==> config.mk <==
export PLATFORM = sky130hd
export DESIGN_NAME = ser_to_para_block
export DESIGN_NICKNAME = d
export VERILOG_FILES = /design/src/rtl/ser_to_para_block.sv
export SDC_FILE = /design/constraint.sdc
export NUM_CORES = 1
export LEC_CHECK = 0
export ABC_AREA = 1
export CELL_PAD_IN_SITES_DETAIL_PLACEMENT = 0
export CELL_PAD_IN_SITES_GLOBAL_PLACEMENT = 1
export CORE_MARGIN = 5
export CORE_UTILIZATION = 39
export CTS_CLUSTER_SIZE = 24
export DETAILED_ROUTE_END_ITERATION = 10
export DONT_BUFFER_PORTS = 1
export PLACE_DENSITY_LB_ADDON = 0.1
export SYNTH_ARGS = -nofsm -noshare
export SYNTH_HDL_FRONTEND = slang
export SYNTH_SLANG_ARGS = --single-unit
==> constraint.sdc <==
create_clock -name clk -period 1.85 [get_ports clk]
set_clock_uncertainty 0.1 [all_clocks]
set_input_delay 0.37 -clock clk [delete_from_list [all_inputs] [get_ports clk]]
set_output_delay 0.37 -clock clk [all_outputs]
set_load 0.02 [all_outputs]
==> src/rtl/ser_to_para_block.sv <==
// Serial-to-parallel receiver: rebuilds LSB-first bytes and packs NUM_BYTES of them into a held AES block.
// Optional STRICT_FRAMING_EN: a byte is accepted only when done_in accompanies bit 7.
module ser_to_para_block #(
    parameter int NUM_BYTES = 16
) (
    input  logic                   clk,
    input  logic                   RST,
    input  logic                   enable,
    input  logic                   DataIN,
    input  logic                   done_in,
    input  logic                   flush,
    input  logic                   block_ack,
    output logic [7:0]             ByteOUT,
    output logic                   byte_valid,
    output logic [8*NUM_BYTES-1:0] BlockOUT,
    output logic                   block_valid,
    output logic                   sync_err,
    output logic                   overrun,
    output logic                   slot_state_dbg
);

    localparam int CW = $clog2(NUM_BYTES);
    localparam logic [CW-1:0] LAST_SLOT = CW'(NUM_BYTES - 1);

    // Output slot handshake: block_valid is a level, held until block_ack
    // samples high on a rising edge. An ack landing on the same edge as a new
    // block completion replaces the held block with no gap in block_valid.
    typedef enum logic {
        SLOT_EMPTY = 1'b0,
        SLOT_FULL  = 1'b1
    } slot_state_t;

    slot_state_t     slot_state, slot_state_nxt;
    logic [7:0]      shreg;
    logic [2:0]      bit_cnt;
    logic [CW-1:0]   byte_cnt;
    logic [7:0]      asm_buf [NUM_BYTES];

    logic                   capture;
    logic                   at_last_bit;
    logic                   byte_done;
    logic                   frame_err;
    logic                   block_done;
    logic                   load_block;
    logic                   drop_block;
    logic [7:0]             new_byte;
    logic [8*NUM_BYTES-1:0] asm_full;

    // flush outranks a bit arriving on the same edge, so it masks all capture
    always_comb begin
        capture     = enable & ~flush;
        at_last_bit = (bit_cnt == 3'd7);
`ifdef STRICT_FRAMING_EN
        byte_done   = capture & at_last_bit & done_in;
        frame_err   = capture & (done_in ^ at_last_bit);
`else
        byte_done   = capture & at_last_bit;
        frame_err   = capture & done_in & ~at_last_bit;
`endif
        new_byte    = {DataIN, shreg[6:0]};
        block_done  = byte_done & (byte_cnt == LAST_SLOT);
        load_block  = block_done & ((slot_state == SLOT_EMPTY) | block_ack);
        drop_block  = block_done & (slot_state == SLOT_FULL) & ~block_ack;
    end

    // Block as it will look once the incoming byte lands in its slot
    always_comb begin
        asm_full = '0;
        for (int k = 0; k < NUM_BYTES; k++) begin
            if (k == int'(byte_cnt)) begin
                asm_full[8*k +: 8] = new_byte;
            end else begin
                asm_full[8*k +: 8] = asm_buf[k];
            end
        end
    end

    always_ff @(posedge clk or negedge RST) begin
        if (!RST) begin
            shreg    <= '0;
            bit_cnt  <= '0;
            byte_cnt <= '0;
            for (int k = 0; k < NUM_BYTES; k++) begin
                asm_buf[k] <= '0;
            end
        end else if (flush) begin
            shreg    <= '0;
            bit_cnt  <= '0;
            byte_cnt <= '0;
        end else if (enable) begin
            if (frame_err) begin
                shreg   <= '0;
                bit_cnt <= '0;
            end else begin
                shreg[bit_cnt] <= DataIN;
                bit_cnt        <= bit_cnt + 3'd1;
                if (byte_done) begin
                    asm_buf[byte_cnt] <= new_byte;
                    byte_cnt          <= block_done ? '0 : byte_cnt + 1'b1;
                end
            end
        end
    end

    always_ff @(posedge clk or negedge RST) begin
        if (!RST) begin
            ByteOUT    <= '0;
            byte_valid <= 1'b0;
            sync_err   <= 1'b0;
        end else begin
            byte_valid <= byte_done;
            sync_err   <= frame_err;
            if (byte_done) begin
                ByteOUT <= new_byte;
            end
        end
    end

    always_ff @(posedge clk or negedge RST) begin
        if (!RST) begin
            slot_state <= SLOT_EMPTY;
        end else begin
            slot_state <= slot_state_nxt;
        end
    end

    always_comb begin
        slot_state_nxt = slot_state;
        case (slot_state)
            SLOT_EMPTY: if (block_done) slot_state_nxt = SLOT_FULL;
            SLOT_FULL:  if (block_ack && !block_done) slot_state_nxt = SLOT_EMPTY;
            default:    slot_state_nxt = SLOT_EMPTY;
        endcase
    end

    always_ff @(posedge clk or negedge RST) begin
        if (!RST) begin
            BlockOUT <= '0;
            overrun  <= 1'b0;
        end else begin
            if (load_block) begin
                BlockOUT <= asm_full;
            end
            if (drop_block) begin
                overrun <= 1'b1;
            end
        end
    end

    assign block_valid    = (slot_state == SLOT_FULL);
    assign slot_state_dbg = slot_state;

endmodule

; Yosys cells after proc, flatten, opt, wreduce, memory -nomap -nowiden
; Index checks and enable logic that the tools add are counted.
[classes]
bitwise_logic = 15
n_eq_ne = 18
mux = 36
n_addsub = 2
reduce_logical = 9
magnitude_cmp = 4
[ops]
columns = operator, n
row1 = $mux 8, 20
row2 = $bwmux 128, 1
row3 = $demux 8 s4, 1
row4 = $eq 4x4->1 const A, 8
row5 = $mux 4, 5
row6 = $eq 3x4->1 const A, 4
row7 = $mux 3, 3
row8 = $and 1x1->1, 8
row9 = $bwmux 8, 1
row10 = $eq 2x4->1 const A, 2
row11 = $ge 5x5->1 const B, 1
row12 = $lt 5x1->1 const B, 1
row13 = $not 1->1, 5
row14 = $not 4->5, 1
row15 = $add 4x1->4 const B, 1
row16 = $eq 1x4->1 const A, 1
row17 = $eq 4x4->1 const B, 1
row18 = $logic_not 4->1, 1
row19 = $lt 3x4->1 const B, 1
row20 = $reduce_and 4->1, 1
row21 = $reduce_bool 2->1, 2
row22 = $add 3x1->3 const B, 1
row23 = $demux 1 s3, 1
row24 = $eq 3x3->1 const B, 1
row25 = other kinds (8), 12
[totals]
word_cells = 109
reg_bits = 283

; Logic depth before layout (Yosys ltp)
[depth]
ltp_word = 9
mapped_depth = 11
depth_no_buf = 9

; Worst setup path after synthesis
; Ideal clock, no wire load.
[synth_path]
path_type = register -> register
startpoint = register bit_cnt[0]
endpoint = register asm_buf[101] (netlist bit)
setup_slack_ns = -0.032
t_arrival_ns = 1.649
stages_incl_launch_ff = 10
required_time_ns = 1.617
setup_ns = 0.133
cell_sequence = dfrtp_1 > ha_1 > ha_1 > nand2_1 > nor2_1 > buf_2 > nand3_1 > clkbuf_1 > nand2_1 > o21ai_0
[synth_via]
elab_chain_len = 5
word_cells_on_any_way = 6
cone_classes = eq/ne (1) / bitwise (4) / reduce/logical (1)
[synth_lines]
columns = element, line_no
row1 = from (decl), 35  ; logic [2:0] bit_cnt;
row2 = from (signal assigned), 96  ; bit_cnt <= bit_cnt + 3'd1;
row3 = $eq 3x3->1 (*), 52  ; at_last_bit = (bit_cnt == 3'd7);
row4 = $not 1->1, 58  ; frame_err = capture & done_in & ~at_last_bit;
row5 = $and 1x1->1, 58
row6 = $not 1->1 (no line), --
row7 = $reduce_and 4->1 (no line) (*), --
row8 = "to (signal, indexed assignment)", 98  ; asm_buf[byte_cnt] <= new_byte;
row9 = to (decl), 37  ; logic [7:0] asm_buf [NUM_BYTES];
; Mark *: on every way between the ends. The rest lies on a longest branch, timed or not.
; A chain may end at the register's enable or synchronous reset.

; Worst setup path after layout
[layout_path]
startpoint = register bit_cnt[0]
endpoint = register BlockOUT[127]
[layout_via]
elab_chain_len = 4
[layout_lines]
columns = element, line_no
row1 = $eq 3x3->1, 52
row2 = $and 1x1->1, 57  ; byte_done = capture & at_last_bit;
row3 = $and 1x1->1, 61  ; block_done = byte_done & (byte_cnt == LAST_SLOT);
row4 = $and 1x1->1, 62  ; load_block = block_done & ((slot_state == SLOT_EMPTY) | block_ack);
row5 = to (signal assigned), 142  ; BlockOUT <= asm_full;
row6 = to (decl), 15  ; output logic [8*NUM_BYTES-1:0] BlockOUT,
; No other way between the ends.

==> qor.yml <==
die-width_um: 185.2
critPathMaxStageDelay_ns: 0.39
p_clk_share_pct: 50.7
internal_power_mw: 10.20
rsz0062_at_grt: "true"
synthDistinctLibCells: 18
top_layer: "met4"
power_mw: 12.87
min_path_type: "in2async"
yosysTopAreaCell: "dfrtp_1"
reg2reg_to: "BlockOUT[127]"
hold_violations: 282
grt_overflow: 0
reg2regPathDepth: 11
viasPerCell: 4.948
dp.cells: 1807
gp_congestion: 0.7606
critical_path.top_delay_family: "simple AND/OR/NAND/NOR gates"
yosysTopAreaCellShare_pct: 58.96
ys_seq_area_share_pct: 58.96
antenna_found_initial: 0
antenna_cells: 0
synth_warnings: 0
synth_area_leaders: "dfrtp_1 59%, nand2_1 21%, o21ai_0 10%"
tightest_slew_ns: 0.6864
syn_to_final_growth_pct: 20.65
timing.hold.ws_ns: -0.5319
die_h_um: 185.2
vias: 9331
required_ns: 2.19
io-pin-count: 148
crit_chain: "ha_4 -> ha_4 -> nand2_4 -> nor2_4 -> nand2_2 -> nor2_4 -> buf_12 -> buf_12 -> buf_6 -> nand2_1 -> nand2_1"
sw_frac_of_total_pct: 20.74
h-tree-depth: 2
peakVddDrop_uv: 579.8
critPathCaptureType: "flop"
crit_fanout: 6
instances_no_fill: 1886
synth_fp_nets: 1448
num-fill-cells: 3012
cp_slowest_cell: "dfrtp_1"
port_buffers: 0
cts-buffers-inserted: 35
clkSinkCount: 282
wl_per_cell_um: 17.68
firstDrtPassIters: 5
grt_pass1_wl_um: 52300
relSlewSlack_pct: 54.24
rr_startpoint: "bit_cnt[0]"
fmax_ghz: 0.5457
die_area_um2: 34290
initial_core_util_pct: 39.33
route.met2.wl_um: 15580
detail-route-antenna-nets: 0
final_nets: 1479
drc: 0
start_kind: "flop"
critical_path_arrival_ns: 2.17
clk_latency_ns: 0.50
finalCritPeriodShare_pct: 99.05
setup_viol: 0
p_leak_nw: 7.162
clk_pin_slew_ns: 0.06
p_seq_share_pct: 48.1
finalMaxSlewViolations: 0
grt_pass1_vias: 8980
min_period_ns: 1.832
violations: "hold timing"
status: "finished, violations left"
synth_cells: 1435
tritoncts: "yes"
crit_start: "bit_cnt[0]"
worst-path-buf-inv: 3
rows: 64
rrSetupSlack_ns: 0.02
layout-drive-gt1-share_pct: 12.48
pwr_density_cell_nw_per_um2: 890.9
grt_max_degree: 283
wl_met1_um: 15430
met3_length_um: 1776
clock_path_buffers: 3
grt.total_usage_pct: 19.24
combPwrFrac_pct: 1.2
hpwlAfterDp_um: 18990
synth_area_per_cell_um2: 8.341
power.switching_mw: 2.669
routed_wl_um: 33340
drt_iter0_drc: 610
critPathKind: "reg2reg"
ctsRootBufferMaster: "clkbuf_16"
synth_area_um2: 11970
ys_seq_elements: 282
drv_cap: 0
placeableCoreArea_um2: 30430
[layer usage]
| layer | global-route usage, % | vias up |
|---|---|---|
| li1 | - | 4625 |
| met1 | 27.28 | 4483 |
| met4 | 3.905 | 0 |
| met5 | 0 | - |
| met3 | 4.242 | 40 |
| met2 | 30.75 | 183 |
[synth_stat cells, drive strengths merged]
library cell and count:
nand2 682, nand3 53, o21bai 1, a21oi 1, inv 34, o21ai 247
nand4 2, clkinv 1, dfrtp 282, nor2 12, or2 24, clkbuf 57
buf 33, ha 6
[sequential cells by signal, indices dropped and copies added, names as in the netlist]
signal / flops
BlockOUT: 128
ByteOUT: 8
asm_buf: 128
bit_cnt: 3
block_valid: 1
byte_cnt: 4
byte_valid: 1
overrun: 1
shreg: 7
sync_err: 1
[power groups by stage]
| stage | combinational, mW | sequential, mW | clock (mW) |
|---|---|---|---|
| 2_1_floorplan | 0.0733 | 6.30 | 0 |
| 4_1_cts | 0.146 | 6.18 | 6.72 |
| 3_5_place_dp | 0.142 | 6.29 | 0 |
| 3_3_place_gp | 0.143 | 6.29 | 0 |
| 6_report | 0.150 | 6.19 | 6.53 |
| 5_1_grt | 0.166 | 6.18 | 6.99 |
[how the worst max path moves through the flow]
stage / endpoint / slack [ns] / cells after the start
after CTS: BlockOUT[126] / -0.02 / 10
after global placement: BlockOUT[40] / -0.08 / 7
after global routing: BlockOUT[60] / -0.07 / 11
after detailed placement: BlockOUT[126] / -0.12 / 9
final: BlockOUT[127] / 0.02 / 11
after floorplan: asm_buf[70] / 0.02 / 9
[metrics by stage]
step | TNS [ns] | hold slack, ns | utilization [%] | instance area, um2 | worst slack (ns)
2_1_floorplan | 0 | -0.02559 | - | 11980 | 0.02375
3_3_place_gp | -2.589 | -0.01469 | 42.29 | 12870 | -0.07965
3_5_place_dp | -14.17 | -0.01090 | 42.29 | 12870 | -0.1154
4_1_cts | -0.01736 | -0.5524 | 46.73 | 14220 | -0.01534
5_1_grt | -7.590 | -0.5606 | 47.45 | 14440 | -0.07270
6_report | 0 | -0.5319 | 47.45 | 14440 | 0.01752
[cells by family after synthesis]
group | synth area share [%]
AOI/OAI and AO/OA | 10.43
adders and majority gates | 0.6272
buffers and inverters | 4.516
DFF | 58.96
and+or+nand+nor | 25.47
[timing repair]
| action | in CTS | in global routing |
|---|---|---|
| cloned | 5 | 6 |
| endpoints found under the setup margin | 227 | 255 |
| gates resized for setup | 24 | 21 |
| setup buffers | 6 | 1 |
| endpoints found under the hold margin | 282 | 282 |
| pin swaps | 3 | 11 |
[cell type report]
cell class | instances | area, um2 | share of cell area, %
flip-flops and latches | 282 | 7058 | 48.88
multi-input cells | 1028 | 4474 | 30.99
repair buffers | 84 | 1181 | 8.180
clock buffers | 53 | 993.5 | 6.880
well taps | 396 | 495.5 | 3.431
inverters | 35 | 143.9 | 0.9964
clock inverters | 8 | 93.84 | 0.6499
[cells in the final DEF, fill, tap and decap left out, drive strengths merged, types with 2 or more instances in the layout]
cell type	netlist	final
nand4	2	2
bufinv	0	2
clkinv	1	6
inv	34	35
nor2	12	12
nand2	682	682
nand3	53	53
or2	24	24
dfrtp	282	282
clkbuf	57	58
buf	33	79
o21ai	247	247
ha	6	6
Power figures use the tool's default switching activity.
==> edit: new RTL, same settings <==
Set the parameter `NUM_BYTES` to 32 (it was 16).
--- a/src/rtl/ser_to_para_block.sv
+++ b/src/rtl/ser_to_para_block.sv
@@ -3,3 +3,3 @@
 module ser_to_para_block #(
-    parameter int NUM_BYTES = 16
+    parameter int NUM_BYTES = 32
 ) (
Ports: changed (resized BlockOUT); port bits go from 148 to 276. The function was not compared with the original's and may differ.
==> edit against the unedited design <==
The run ends with negative hold slack, max-slew violations, negative setup slack left. Design area rose by 100%. Total power rose by 91%. Worst setup slack got worse by 0.24 ns. Sequential cell count rose by 257. Routed wire length rose by 140%. Utilization rose by 1.3 points. Synthesized area rose by 96%. Maximum frequency fell by 11%. Clock power rose by 91%. Highest routed layer unchanged.
==> edit: results (changes against the unedited design) <==
Synthesis
  • Post-synthesis average cell area: 8.13 um2 (-2.5%)
  • Sequential fraction of the synthesis area: 57.5% (-1.5 points)
  • Leading cell types by total area after synthesis: sky130_fd_sc_hd__dfrtp_1, sky130_fd_sc_hd__nand2_1, sky130_fd_sc_hd__o21ai_0

Global routing
  • Pin count of the biggest net entering global routing: 540 (+91%)
  • Via count of the first global-routing pass: 18803 (+110%)

Critical path
  • FF-to-FF Start: byte_cnt[0]
  • Largest delay contributor family on the critical path: buffers and inverters
  • Maximum fanout encountered on the critical timing path: 14 (+8)

Finish
  • Count of filler cells inserted in the layout: 5828 (+93%)

Detailed routing
  • Via count: 19598 (+110%)
  • Starting DRC count in detailed routing: 1479 (+140%)
  • Total iterations of the first detailed-routing run: 6 (+1)
  • Mean number of vias per cell: 5.12 (+3.6%)

Run status
  • Failing checks: negative hold slack, max-slew violations, negative setup slack
  • Outcome: finished with violations

Timing
  • Max-slew violation count: 364 (+364)
  • Endpoints failing hold: 430 (+52%)
  • Final setup slack of the worst path: -0.218 ns (-0.236 ns)
  • Min Hold Slack: -0.654 ns (-0.122 ns)
  • Final count of negative-setup-slack endpoints: 472 (+472)
  • Slew of the pin with the lowest slew margin: 2.96 ns (+2.28 ns)

Power and ir drop
  • Reported sequential group power: 11.8 mW (+91%)
  • Power dissipated in the clock network: 12.5 mW (+91%)

Placed design
  • Worst setup slack before clock tree synthesis: -0.195 ns (-0.0798 ns)
  • Number of cells in the design after placement: 3658 (+100%)

Clock network
  • Cts repair resizes: 45 (+88%)
-- edit: cells by family after synthesis --
logic type,count (synthesis),synth area share [%]
buffers and inverters,341,5.97
and+or+nand+nor,1581,27.2
adders and majority gates,8,0.427
DFF,539,57.5
AOI/OAI and AO/OA,416,8.90
-- edit: area by class of cell --
| type | instances | area (um2) | area share (%) |
|---|---|---|---|
| timing repair inverter | 4 | 58.8 | 0.201 |
| inverter | 151 | 593 | 2.03 |
| multi-input combinational | 2005 | 8960 | 30.7 |
| tap | 782 | 978 | 3.35 |
| sequential | 539 | 13500 | 46.1 |
| clock inverter | 23 | 292 | 0.997 |
| timing repair buffer | 234 | 3090 | 10.6 |
| clock buffer | 87 | 1780 | 6.07 |
-- edit: metal layers --
metal / up-vias / track usage (%) / share of wire (%)
met5: - / 0 / 0
met4: 0 / 6.26 / 2.3
li1: 9378 / - / -
met3: 114 / 4.44 / 6.1
met1: 9569 / 32.1 / 44
met2: 537 / 36.6 / 47
-- edit: worst max path at each step --
stage               depth (start not counted)            end         from  slack [ns]
floorplan                                  11  BlockOUT[104]   bit_cnt[1]      -0.009
global placement                            9   asm_buf[126]   bit_cnt[0]       -0.14
detailed placement                          9   asm_buf[100]   bit_cnt[1]       -0.20
CTS                                        11  BlockOUT[164]   bit_cnt[0]       -0.10
global route                               12  BlockOUT[219]  byte_cnt[0]       -0.29
finish                                     12   BlockOUT[76]  byte_cnt[0]       -0.22
-- edit: stage by stage --
stage	setup TNS (ns)	instance area (um2)	utilization [%]	hold slack, ns
2_1_floorplan	-0.584	23600	-	-0.0256
3_3_place_gp	-27.75	25600	42.7	0.00489
3_5_place_dp	-44.13	25600	42.7	0.00632
4_1_cts	-21.38	28200	47.0	-0.678
5_1_grt	-94.92	29200	48.7	-0.684
6_report	-51.24	29200	48.7	-0.654
